$ cat config.mk
export PLATFORM = sky130hd
export DESIGN_NAME = alu_arbiter
export DESIGN_NICKNAME = d
export VERILOG_FILES = /design/src/rtl/alu_arbiter.sv
export SDC_FILE = /design/constraint.sdc
export NUM_CORES = 1
export LEC_CHECK = 0
export CAP_MARGIN = 30
export CORE_MARGIN = 1.5
export CORE_UTILIZATION = 25
export DETAILED_ROUTE_END_ITERATION = 16
export PLACE_DENSITY_LB_ADDON = 0.3
export SLEW_MARGIN = 20
export SYNTH_ARGS = -nofsm -noshare
export SYNTH_HDL_FRONTEND = slang
export SYNTH_SLANG_ARGS = --single-unit
$ cat constraint.sdc
create_clock -name clk -period 1.94 [get_ports clk]
set_input_delay 0.388 -clock clk [delete_from_list [all_inputs] [get_ports clk]]
set_output_delay 0.388 -clock clk [all_outputs]
set_load 0.05 [all_outputs]
$ cat src/rtl/alu_arbiter.sv
// Two-requester round-robin front end for a multi-cycle ALU: arbitrates one
// command at a time, drives the ALU, and returns the result with timeout/illegal-op status.
module alu_arbiter #(
  parameter int unsigned MAX_WAIT = 15,
  parameter logic [4:0]  OP_MAX   = 5'b00100
) (
  input  logic        clk,
  input  logic        rst,
  input  logic        req0_valid,
  output logic        req0_ready,
  input  logic [3:0]  req0_dtype,
  input  logic [4:0]  req0_op,
  input  logic [15:0] req0_src1,
  input  logic [15:0] req0_src2,
  input  logic        req1_valid,
  output logic        req1_ready,
  input  logic [3:0]  req1_dtype,
  input  logic [4:0]  req1_op,
  input  logic [15:0] req1_src1,
  input  logic [15:0] req1_src2,
  output logic [3:0]  alu_dtype,
  output logic [4:0]  alu_operator,
  output logic [15:0] alu_src1,
  output logic [15:0] alu_src2,
  output logic        alu_start,
  input  logic [31:0] alu_calc_res,
  input  logic        alu_done,
  output logic        rsp_valid,
  input  logic        rsp_ready,
  output logic        rsp_id,
  output logic [31:0] rsp_data,
  output logic [1:0]  rsp_err
);

  // state | meaning
  // IDLE  | waiting for a request; grants one and captures its command
  // EXEC  | command issued to ALU, waiting for alu_done or timeout
  // RESP  | response held on rsp_* until the consumer accepts it
  typedef enum logic [1:0] {S_IDLE, S_EXEC, S_RESP} state_t;

  localparam logic [1:0] ERR_OK  = 2'b00;
  localparam logic [1:0] ERR_OP  = 2'b01;
  localparam logic [1:0] ERR_TMO = 2'b10;
  localparam logic [7:0] WAIT_LAST = 8'(MAX_WAIT - 1);

  state_t      state_q, state_d;
  logic [7:0]  wait_cnt_q, wait_cnt_d;
  logic        last_grant_q, last_grant_d;
  logic [3:0]  dtype_q, dtype_d;
  logic [4:0]  op_q, op_d;
  logic [15:0] src1_q, src1_d;
  logic [15:0] src2_q, src2_d;
  logic        id_q, id_d;
  logic [31:0] data_q, data_d;
  logic [1:0]  err_q, err_d;

  logic        gnt_any;
  logic        gnt_id;
  logic [3:0]  sel_dtype;
  logic [4:0]  sel_op;
  logic [15:0] sel_src1;
  logic [15:0] sel_src2;

  // On a tie the requester that lost last time wins; a lone requester always wins.
  always_comb begin
    gnt_any   = req0_valid || req1_valid;
    gnt_id    = (req0_valid && req1_valid) ? ~last_grant_q : req1_valid;
    sel_dtype = gnt_id ? req1_dtype : req0_dtype;
    sel_op    = gnt_id ? req1_op    : req0_op;
    sel_src1  = gnt_id ? req1_src1  : req0_src1;
    sel_src2  = gnt_id ? req1_src2  : req0_src2;
  end

  always_comb begin
    state_d      = state_q;
    wait_cnt_d   = wait_cnt_q;
    last_grant_d = last_grant_q;
    dtype_d      = dtype_q;
    op_d         = op_q;
    src1_d       = src1_q;
    src2_d       = src2_q;
    id_d         = id_q;
    data_d       = data_q;
    err_d        = err_q;
    req0_ready   = 1'b0;
    req1_ready   = 1'b0;
    case (state_q)
      S_IDLE: begin
        if (gnt_any) begin
          req0_ready   = !rst && !gnt_id;
          req1_ready   = !rst && gnt_id;
          last_grant_d = gnt_id;
          id_d         = gnt_id;
          dtype_d      = sel_dtype;
          op_d         = sel_op;
          src1_d       = sel_src1;
          src2_d       = sel_src2;
          wait_cnt_d   = 8'd0;
          if (sel_op > OP_MAX) begin
            data_d  = 32'd0;
            err_d   = ERR_OP;
            state_d = S_RESP;
          end else begin
            state_d = S_EXEC;
          end
        end
      end
      S_EXEC: begin
        // alu_done takes priority over a timeout landing in the same cycle
        if (alu_done) begin
          data_d  = alu_calc_res;
          err_d   = ERR_OK;
          state_d = S_RESP;
        end else if (wait_cnt_q == WAIT_LAST) begin
          data_d  = 32'd0;
          err_d   = ERR_TMO;
          state_d = S_RESP;
        end else begin
          wait_cnt_d = wait_cnt_q + 8'd1;
        end
      end
      S_RESP: begin
        if (rsp_ready) state_d = S_IDLE;
      end
      default: state_d = S_IDLE;
    endcase
  end

  always_ff @(posedge clk) begin
    if (rst) begin
      state_q      <= S_IDLE;
      wait_cnt_q   <= 8'd0;
      last_grant_q <= 1'b1;
      dtype_q      <= 4'd0;
      op_q         <= 5'd0;
      src1_q       <= 16'd0;
      src2_q       <= 16'd0;
      id_q         <= 1'b0;
      data_q       <= 32'd0;
      err_q        <= ERR_OK;
    end else begin
      state_q      <= state_d;
      wait_cnt_q   <= wait_cnt_d;
      last_grant_q <= last_grant_d;
      dtype_q      <= dtype_d;
      op_q         <= op_d;
      src1_q       <= src1_d;
      src2_q       <= src2_d;
      id_q         <= id_d;
      data_q       <= data_d;
      err_q        <= err_d;
    end
  end

  assign alu_start    = (state_q == S_EXEC);
  assign rsp_valid    = (state_q == S_RESP);
  assign alu_dtype    = dtype_q;
  assign alu_operator = op_q;
  assign alu_src1     = src1_q;
  assign alu_src2     = src2_q;
  assign rsp_id       = id_q;
  assign rsp_data     = data_q;
  assign rsp_err      = err_q;

endmodule

==> impl_metrics.ini <==
[place]
hpwlAfterDp_um = 7690
dp.cells = 701
portBuffers = 199
gp_congestion = 0.748

[clock_tree]
clk_pin_slew_worst_paths_ps = 70
htreeDepth = 3
cts_tree = yes
clkSinkCount = 87
ctsLongestPathBuffers = 2
cts_inserted_buffers = 9
cts_hold_buf = 0
clkLatencyLatePin_ps = 340
cts-root-buf = clkbuf_16

[timing]
rsz0062_at_grt = false
worst_pin_slew_ps = 552
hold_viol = 0
skew_ps = 9.88
fmax_ghz = 0.524
period_minus_slack_ps = 1910
finalSetupViolCount = 0
post-route-period-util_pct = 98.3
tns_ps = 0
timing.slew.headroom_pct = 63.1
final_max_slew_viol_count = 0

[die]
fp.dieW_um = 119
floorplan.die_area_um2 = 14200
fp-row-count = 42
io_pins = 200
die_h_um = 119
core_area_um2 = 13200
start_util_pct = 25.5

[power]
p_switching_mw = 1.58
intPower_mw = 3.83
clockPowerShare_pct = 37.2
leakage_nw = 2.56
combPwrFrac_pct = 26.1
power_frac_seq_pct = 36.7
switching_share_pct = 29.2
powerDensity_nw_per_um2 = 881
vdd_drop_max_v = 0.000426

[synthesis]
yosys.cell_types.count = 38
synth_top_area_share_pct = 51.5
yosysSeqAreaShare_pct = 51.5
syn-num-nets = 449
syn_area_um2 = 3380
synth_edf_count = 0
synthTopCellsByCount = dfxtp_1, nor2_1, a22o_1
yosysMostFrequentCell = dfxtp_1
synthArstFlopShare_pct = 0
yosysTopAreaCell = dfxtp_1
avgSynthCellArea_um2 = 10.3
synth_top_cells_by_area = dfxtp_1, a22o_1, mux2i_1
synth_seq_cells = 87
ys_warn_count = 0
netlist_instances = 327
synthFlopType = dfxtp_1

[job]
drv_cap = 0

[finish]
drive_above_1_share_pct = 11.8
fin_cells = 718
final_util_pct = 46.3
register_area_um2 = 1740
nets = 660
synthToLayoutAreaGrowth_pct = 81.4
multi_input_area_um2 = 1460
antenna_cells = 0
fillCellCount = 1296

[detailed_routing]
ant_nets = 0
drc = 0
via_per_inst = 4.65
routed_wirelength_um = 10400
dr.pass1.iters = 4
drt_iter0_drc = 148
wl_per_cell_um = 14.5
num_vias = 3338

[global_route]
grt_pass1_wl_um = 16700
grt_usage_pct = 14.9
antenna_found_initial = 0
grt-ovfl-total = 0
grt_max_degree = 51
grt_pass1_vias = 3468

[worst_setup_path]
r2r_slack_ps = 160
start_kind = flip-flop
reg2regPathDepth = 5
cp.arrival_ps = 1520
reg2reg_to = rsp_err[1]$_SDFFE_PP0P_
worst-endpoint-required_ps = 1550
slowest_stage = clkdlybuf4s50_1
crit_buf_inv = 1
rr_startpoint = wait_cnt_q[4]$_SDFFE_PP0P_
cpPeakStageDelay_ps = 840
cp.depth = 1
crit_start = alu_src1[3]$_SDFFE_PP0P_
crit_end = alu_src1[3]
crit_path_end_kind = output pin
path_cells = clkdlybuf4s50_1
worstPathMaxFanout = 2
path_class = flip-flop to output pin
crit_family = buffers and inverters

[status]
outcome = finished clean

[hold_path]
min_from = rsp_id$_SDFFE_PP0P_
hp-class = flip-flop to flip-flop
state kept, by name, summed over array words and instances, names as in the netlist:
register,count
alu_src1,16
alu_dtype,4
rsp_err,2
alu_src2,16
wait_cnt_q,8
alu_operator,5
rsp_id,1
rsp_data,32
state_q,2
last_grant_q,1
logic make-up after synthesis:
| logic type | synth area share, % |
|---|---|
| DFF | 51.5 |
| xor gates and xnor gates | 1.81 |
| AOI/OAI and AO/OA | 21.6 |
| buffers and inverters | 5.99 |
| and+or+nand+nor | 10.4 |
| muxes | 8.06 |
| adders and majority gates | 0.740 |
placed cells by master, fill, tap and decap left out, types with 6 or more instances in the layout:
master	n
clkdlybuf4s50_1	178
dfxtp_1	85
nor2_1	40
a22o_1	32
buf_4	26
mux2i_1	25
a211oi_1	25
inv_1	18
a222oi_1	15
buf_12	11
nand2_1	9
clkbuf_16	9
dlymetal6s2s_1	7
xor2_1	6
power groups by stage:
stage / clock (mW) / combinational [mW] / sequential, mW
after global placement: 0 / 1.40 / 2.02
after floorplan: 0 / 0.365 / 2.42
after CTS: 2.07 / 1.43 / 1.99
after detailed placement: 0 / 1.42 / 2.02
after global routing: 2.14 / 1.50 / 2.00
final: 2.01 / 1.41 / 1.99
repair_timing:
| action | CTS | global route |
|---|---|---|
| pin swaps | 2 | 0 |
| setup endpoints to repair | 2 | 7 |
| buffers inserted | 2 | 0 |
| resized for setup | 6 | 7 |
metrics by stage:
step / worst slack (ps) / total power [mW] / hold WS [ps] / cell area [um^2]
floorplan: 166 / 2.79 / 479 / 3380
global placement: -211 / 3.42 / 434 / 5750
detailed placement: -261 / 3.44 / 449 / 5750
CTS: 16.2 / 5.49 / 464 / 6120
global route: 1.91 / 5.64 / 477 / 6140
finish: 32.5 / 5.41 / 463 / 6140
cell type report:
class | instances | share of cell area [%]
repair buffers | 224 | 37.5
flip-flops and latches | 87 | 28.4
multi-input cells | 198 | 23.8
clock buffers | 10 | 3.89
well taps | 176 | 3.59
clock inverters | 5 | 1.73
inverters | 18 | 1.10
metal layers:
layer	vias to the layer above	GRT usage (%)	share of wire [%]
li1	1632	-	-
met5	-	0	0
met2	142	24.4	47
met1	1552	16.9	42
met4	0	5.95	1.6
met3	12	6.61	9.9
worst min path at each step:
stage	end	slack [ps]	depth (start not counted)
5_1_grt	rsp_id$_SDFFE_PP0P_	480	1
2_1_floorplan	wait_cnt_q[7]$_SDFFE_PP0P_	480	2
3_3_place_gp	rsp_id$_SDFFE_PP0P_	430	1
3_5_place_dp	rsp_id$_SDFFE_PP0P_	450	1
4_1_cts	rsp_id$_SDFFE_PP0P_	460	1
6_report	rsp_id$_SDFFE_PP0P_	460	1
(Power assumes the default switching activity.)
